`config.mk`:
```
export PLATFORM = sky130hd
export DESIGN_NAME = contador_regressivo_flat
export DESIGN_NICKNAME = d
export VERILOG_FILES = /design/src/rtl/contador_regressivo_pkg.sv /design/src/rtl/contador_regressivo_if.sv /design/src/rtl/contador_regressivo_dec.sv /design/src/rtl/contador_regressivo.sv /design/src/flat_wrapper.sv
export SDC_FILE = /design/constraint.sdc
export NUM_CORES = 1
export LEC_CHECK = 0
export CAP_MARGIN = 0
export CORE_MARGIN = 2
export CORE_UTILIZATION = 40
export CTS_CLUSTER_SIZE = 30
export DETAILED_ROUTE_END_ITERATION = 10
export GPL_TIMING_DRIVEN = 0
export MAX_ROUTING_LAYER = met4
export PLACE_DENSITY = 0.71
export SETUP_SLACK_MARGIN = 0.1
export SYNTH_ARGS = -nofsm -noshare
export SYNTH_HDL_FRONTEND = slang
export SYNTH_SLANG_ARGS = --single-unit
```
`constraint.sdc`:
```
create_clock -name clock -period 1.9 [get_ports clock]
set_clock_uncertainty 0.1 [all_clocks]
set_input_delay 0.285 -clock clock [delete_from_list [all_inputs] [get_ports clock]]
set_output_delay 0.285 -clock clock [all_outputs]
set_load 0.03 [all_outputs]
```
`src/rtl/contador_regressivo_pkg.sv`:
```
// rtl/contador_regressivo_pkg.sv - shared state encodings and defaults for the down counter/timer
package contador_regressivo_pkg;

  localparam int N_PADRAO    = 4;
  localparam int MEIO_PADRAO = 7;

  // Encodings are also decoded by the control unit, so keep them fixed.
  typedef enum logic [1:0] {
    PARADO   = 2'b00,
    CONTANDO = 2'b01,
    FIM      = 2'b10
  } estado_t;

endpackage

```
`src/rtl/contador_regressivo_if.sv`:
```
// rtl/contador_regressivo_if.sv - control/status bundle between control unit and down counter
interface contador_regressivo_if
  import contador_regressivo_pkg::*;
#(
  parameter int N = N_PADRAO
);

  logic         clr;
  logic         ld;
  logic         ent;
  logic         enp;
  logic [N-1:0] D;
  logic [N-1:0] Q;
  logic         rco;
  logic         meio;
  logic         fim;
  logic         contando;

  modport master (
    output clr, ld, ent, enp, D,
    input  Q, rco, meio, fim, contando
  );

  modport slave (
    input  clr, ld, ent, enp, D,
    output Q, rco, meio, fim, contando
  );

endinterface

```
`src/rtl/contador_regressivo_dec.sv`:
```
// rtl/contador_regressivo_dec.sv - combinational status decode (rco, meio, contando)
module contador_regressivo_dec
  import contador_regressivo_pkg::*;
#(
  parameter int N    = N_PADRAO,
  parameter int MEIO = MEIO_PADRAO
) (
  input  logic [N-1:0] q,
  input  logic         ent,
  input  estado_t      estado,
  output logic         rco,
  output logic         meio,
  output logic         contando
);

  localparam logic [N-1:0] MEIO_Q = N'(MEIO);

  assign rco      = ent && (q == '0);
  assign meio     = (q == MEIO_Q);
  assign contando = (estado == CONTANDO);

endmodule

```
`src/rtl/contador_regressivo.sv`:
```
// rtl/contador_regressivo.sv - loadable down counter/timer; CONTADOR_REGRESSIVO_RELOAD_EN adds auto-reload
module contador_regressivo
  import contador_regressivo_pkg::*;
#(
  parameter int N    = N_PADRAO,
  parameter int MEIO = MEIO_PADRAO
) (
  input  logic                 clock,
  input  logic                 reset,
  contador_regressivo_if.slave bus
);

  localparam logic [N-1:0] UM = N'(1);

  estado_t      estado;
  logic [N-1:0] q;
  logic         fim;
  logic         conta;
`ifdef CONTADOR_REGRESSIVO_RELOAD_EN
  logic [N-1:0] r;
`endif

  assign conta = bus.ent && bus.enp;

  always_ff @(posedge clock or posedge reset) begin
    if (reset) begin
      estado <= PARADO;
      q      <= '0;
      fim    <= 1'b0;
`ifdef CONTADOR_REGRESSIVO_RELOAD_EN
      r      <= '0;
`endif
    end else begin
      fim <= 1'b0;
      if (!bus.clr) begin
        q      <= '0;
        estado <= PARADO;
      end else if (!bus.ld) begin
        q <= bus.D;
`ifdef CONTADOR_REGRESSIVO_RELOAD_EN
        r <= bus.D;
`endif
        if (bus.D != '0) begin
          estado <= CONTANDO;
        end else begin
          estado <= FIM;
          fim    <= 1'b1;
        end
      end else begin
        case (estado)
          PARADO: begin
          end
          CONTANDO: begin
            // q <= 1 also catches a stray zero so the count can never wrap.
            if (conta) begin
              if (q <= UM) begin
                q      <= '0;
                estado <= FIM;
                fim    <= 1'b1;
              end else begin
                q <= q - UM;
              end
            end
          end
          FIM: begin
            q <= '0;
`ifdef CONTADOR_REGRESSIVO_RELOAD_EN
            if (conta && (r != '0)) begin
              q      <= r;
              estado <= CONTANDO;
            end
`endif
          end
          default: estado <= PARADO;
        endcase
      end
    end
  end

  assign bus.Q   = q;
  assign bus.fim = fim;

  contador_regressivo_dec #(
    .N    (N),
    .MEIO (MEIO)
  ) u_dec (
    .q        (q),
    .ent      (bus.ent),
    .estado   (estado),
    .rco      (bus.rco),
    .meio     (bus.meio),
    .contando (bus.contando)
  );

endmodule

```
`src/flat_wrapper.sv`:
```
// flat-port wrapper written by rule: the top's interface ports become plain ports
module contador_regressivo_flat import contador_regressivo_pkg::*;
#(
  parameter int N    = N_PADRAO,
  parameter int MEIO = MEIO_PADRAO
)
  (clock, reset, bus_clr, bus_ld, bus_ent, bus_enp, bus_D, bus_Q, bus_rco, bus_meio, bus_fim, bus_contando);
  contador_regressivo_if #(.N(N)) bus_i ();
  input  logic clock;
  input  logic reset;
  input wire logic [$bits(bus_i.clr)-1:0] bus_clr;
  input wire logic [$bits(bus_i.ld)-1:0] bus_ld;
  input wire logic [$bits(bus_i.ent)-1:0] bus_ent;
  input wire logic [$bits(bus_i.enp)-1:0] bus_enp;
  input wire logic [$bits(bus_i.D)-1:0] bus_D;
  output wire logic [$bits(bus_i.Q)-1:0] bus_Q;
  output wire logic [$bits(bus_i.rco)-1:0] bus_rco;
  output wire logic [$bits(bus_i.meio)-1:0] bus_meio;
  output wire logic [$bits(bus_i.fim)-1:0] bus_fim;
  output wire logic [$bits(bus_i.contando)-1:0] bus_contando;
  assign bus_i.clr = bus_clr;
  assign bus_i.ld = bus_ld;
  assign bus_i.ent = bus_ent;
  assign bus_i.enp = bus_enp;
  assign bus_i.D = bus_D;
  assign bus_Q = bus_i.Q;
  assign bus_rco = bus_i.rco;
  assign bus_meio = bus_i.meio;
  assign bus_fim = bus_i.fim;
  assign bus_contando = bus_i.contando;
  contador_regressivo #(.N(N), .MEIO(MEIO)) u_core (.clock(clock), .reset(reset), .bus(bus_i));
endmodule
```
---- After elaboration in Yosys (flattened, before gate mapping) ----
Cells that the tools add are included.
word-level totals
  bits in registers ....................... 7
operators by class
  reduce and logical (&&, ||, !) cells .... 8
  mux-type cells .......................... 17
  $add $sub $neg .......................... 1
  $lt $le $gt $ge ......................... 1
  eq/ne operators ......................... 7
operators with widths
  kind                 number
  $mux 4               4
  $mux 2               5
  $ne 4x3->1 const B   2
  $pmux 4 s2           1
  $mux 1               6
  $eq 4x3->1 const B   1
  $le 4x1->1 const B   1
  $logic_not 4->1      1
  $ne 4x2->1 const B   1
  $pmux 2 s2           1
  $reduce_bool 4->1    1
  $sub 4x1->4 const B  1
  $ne 3x3->1 const B   1
  $reduce_and 3->1     1
  $eq 2x1->1 const B   1
  $eq 2x2->1 const B   1
  $logic_and 1x1->1    2
  $logic_not 2->1      1
  $reduce_and 2->1     1
  $reduce_or 2->1      1

---- Logic depth before layout (Yosys ltp) ----
  depth in word-level cells ............... 6
  depth in mapped cells ................... 6
  mapped depth without buffers ............ 6

---- Hierarchy ----
From an unflattened synthesis, not the netlist that was laid out.
second synthesis, totals
  cells, all modules ...................... 60
  area, all modules ....................... 574.3 sq um
by module, submodules not included
  module                   times used  area an instance (sq um)  cells each
  contador_regressivo      1           538.0                     56
  contador_regressivo_dec  1           36.3                      4

---- Worst setup path after synthesis ----
OpenSTA, ideal clock, no wires.
  kind .................................... reg2out
  start point ............................. register u_core.q[0], in the netlist u_core.bus.Q[0]
  end point ............................... output port bus_rco
  path buffers ............................ 0
  arrival time ............................ 1613 ps
  stages on the path, launching flop included .. 5
  required time ........................... 1515 ps
  slack ................................... -98 ps
  path through ............................ dfrtp_1 -> inv_1 -> ha_1 -> nand2b_1 -> nor3b_1
between the ends
  word-level cells in the longest chain between the ends .. 2
RTL lines
  item                    RTL line                       RTL
  start, declared         contador_regressivo.sv:16      logic [N-1:0] q;
  start signal, assigned  contador_regressivo.sv:39      q <= bus.D;
  start signal, assigned  contador_regressivo.sv:61      q <= q - UM;
  $logic_not 4->1         contador_regressivo_dec.sv:18  assign rco = ent && (q == '0);
  $logic_and 1x1->1       contador_regressivo_dec.sv:18
  end, declared           flat_wrapper.sv:17             output wire logic [$bits(bus_i.rco)-1:0] bus_rco;
Every way passes these cells.

---- Worst setup path in the final report ----
  start point ............................. register u_core.q[0], in the netlist u_core.bus.Q[0]
  end point ............................... output port bus_Q[0]
RTL lines
  item           RTL line            RTL
  end, declared  flat_wrapper.sv:16  output wire logic [$bits(bus_i.Q)-1:0] bus_Q;
No word-level cell between the ends.

==> flow_summary.ini <==
[sta]
finalHoldViolCount = 0
timing_max_transition_violations_final = 0
report.final.setup_viol = 0
layout_worst_path_cycle_share = 0.927
grt_setup_unrepaired = false
finalSetupTns_ps = 0
worst_slew_margin_rel = 0.598
achievable-frequency_mhz = 568
finalWorstSetupSlack_ps = 139
pin_slew_with_the_least_headroom_to_its_limit_ps = 597
finalWorstPathRequiredPeriod_ps = 1760

[critical_path]
timing.critical_path.cells = clkdlybuf4s50_1
criticalPathCategory = reg2out
crit_family = buffers and inverters
crit_fanout = 6
kind_of_end_point_of_the_critical_path = output pin
worst-endpoint-arrival_ps = 1380
critPathBufInv = 1
cp-startpoint = u_core.bus.Q[0]
worstSetupStartpointType = register
max_stage_delay_ps = 700
critical-path-slowest-cell = sky130_fd_sc_hd__clkdlybuf4s50_1
r2r_start = u_core.bus.Q[0]
worstPathRequired_ps = 1510

[synth]
yosys.cell_types.count = 22
synth-edff-count = 0
async_reset_ff_frac = 1.00
post_synth_inst_count = 54
flops_latches_synth = 7
ys_warn_count = 0
synth.net_count = 67
mappedNetlistArea_um2 = 519
synth_ff_type = sky130_fd_sc_hd__dfrtp_1
syn-mean-instance-area_um2 = 9.62
share_of_the_yosys_chip_area_belonging_to_registers = 0.337

[clock_tree]
htree_levels = 1
clock-sinks = 7
cts_inserted_buffers = 3
cts-root-to-sink-buffers = 2
cts_tree = done
clkLatencyLatePin_ps = 250
cts.reportedPaths.clkPinSlew_ps = 50
ctsRootBufferMaster = sky130_fd_sc_hd__clkbuf_4

[floorplanning]
row_count = 12
io_pins = 18
die_y_extent_um = 40.0
core-area_um2 = 1160
die_area_um2 = 1600
initial_utilization = 0.449
die_w_um = 40.0

[place]
placement.setup.worst_slack_ps = -154
place_hpwl_um = 931
place_congestion = 0.744
buffer_ports.inserted = 17
placed_cell_area_um2 = 713

[routing]
drcViolationCount = 0
drt-wirelength-per-cell_um = 13.5
first_pass_iters = 4
drc_marker_count_from_the_first_detailed_route_iteration = 12
wl_mm = 1.23
vias = 507
drt.antenna.violating_nets = 0
vias_per_cell = 5.57

[finish]
layout.cells.most_common = sky130_fd_sc_hd__clkdlybuf4s50_1
nFillCells = 106
area.growth.synth_to_final_pct = 48.7
final_cell_mix = 12 x sky130_fd_sc_hd__clkdlybuf4s50_1, 8 x sky130_fd_sc_hd__inv_1, 6 x sky130_fd_sc_hd__dfrtp_1
drive_above_1_share = 0.260
antennaDiodeCount = 0
finish.net_count = 91
finish.instance_area_um2 = 772

[power]
power.leakage_nw = 0.362
pwr-share-seq = 0.341
power_switching_share = 0.353
worst_supply_voltage_drop_on_vdd_v = 0.000457
cellInternalPower_uw = 354
pwr-share-clk = 0.251
combPwrFrac = 0.408
switchingPower_uw = 193
power_density_nw_per_um2 = 709

[job]
drv_cap = 0

[grt]
via_count_of_the_first_global_routing_pass = 452
grt_max_degree = 11
grt_first_pass_wirelength_mm = 1.83
number_of_antenna_violations_at_the_first_check_in_global_routing = 0
grt-ovfl-total = 0
groute.usage.overall = 0.194

[hold_path]
hold_class = in2async

[outcome]
outcome = finished, final reports clean
-- final cells by class --
class                   count  area (um^2)  area share
multi-input cells          37          337       0.436
flip-flops and latches      7          176       0.229
repair buffers             19          174       0.225
inverters                   9         33.8      0.0438
clock buffers               4         26.3      0.0340
well taps                  14         17.5      0.0227
plain buffers               1         7.51     0.00972
-- metal layers --
| metal | vias up | GRT usage | part of all wire |
|---|---|---|---|
| met5 | - | - | 0 |
| met4 | 0 | 0.129 | 0.0065 |
| met3 | 2 | 0.100 | 0.063 |
| met2 | 20 | 0.302 | 0.49 |
| met1 | 241 | 0.186 | 0.44 |
| li1 | 244 | - | - |
-- power groups by stage --
| stage | clock, mW | combinational, mW | sequential, mW |
|---|---|---|---|
| 6_report | 0.137 | 0.223 | 0.187 |
| 5_1_grt | 0.154 | 0.240 | 0.189 |
| 4_1_cts | 0.141 | 0.191 | 0.187 |
| 3_5_place_dp | 0 | 0.198 | 0.191 |
| 3_3_place_gp | 0 | 0.194 | 0.190 |
| 2_1_floorplan | 0 | 0.107 | 0.205 |
-- through the flow --
| step | cells | hold slack, ps | power [mW] | util |
|---|---|---|---|---|
| after floorplan | 54 | -11.7 | 0.312 | - |
| after global placement | 85 | 425 | 0.384 | 0.617 |
| after detailed placement | 85 | 453 | 0.389 | 0.617 |
| after CTS | 89 | 182 | 0.519 | 0.633 |
| after global routing | 91 | 180 | 0.583 | 0.668 |
| final | 91 | 167 | 0.547 | 0.668 |
-- final timing paths --
path | to | slack, ps | cells after the start
setup / recovery | bus_Q[0] | 140 | 1
hold / removal | u_core.estado[0] | 170 | 2
setup reg to reg | u_core.bus.Q[2] | 160 | 6
hold reg to reg | u_core.bus.Q[1] | 570 | 2
max in group asynchronous | u_core.bus.Q[0] | 1300 | 2
min in group clock | u_core.bus.Q[1] | 570 | 2
-- Yosys cell counts, types with 2 or more instances --
cell,n,area (um^2)
sky130_fd_sc_hd__o22ai_1,4,25.0
sky130_fd_sc_hd__nor4_1,2,12.5
sky130_fd_sc_hd__o21ai_0,2,10.0
sky130_fd_sc_hd__inv_1,9,33.8
sky130_fd_sc_hd__and2_1,2,12.5
sky130_fd_sc_hd__ha_1,3,37.5
sky130_fd_sc_hd__nand2b_1,4,25.0
sky130_fd_sc_hd__dfrtp_1,7,175
sky130_fd_sc_hd__a22o_1,4,35.0
sky130_fd_sc_hd__nand2_1,4,15.0
sky130_fd_sc_hd__nor2_1,2,7.51
-- flip-flops by register name, indices dropped and copies added, names as in the netlist --
register and flops:
u_core.bus.fim 1, u_core.estado 2, u_core.bus.Q 4
-- what timing repair did --
action | 4_1_cts | 5_1_grt
setup endpoints to repair | 5 | 5
hold buffers | 0 | 0
buffers inserted | 0 | 2
resized for setup | 11 | 11
pin swaps | 0 | 4
-- cells by family (layout without fill, tap and decap cells) --
family	Yosys count	count (layout)	share of synthesized area
compound gates	14	14	0.267
fa+ha+maj	3	3	0.0723
buf+inv	10	33	0.0795
flops	7	7	0.337
mux	1	1	0.0193
simple gates	19	19	0.224
No activity file was read; power rests on OpenSTA's default activity.
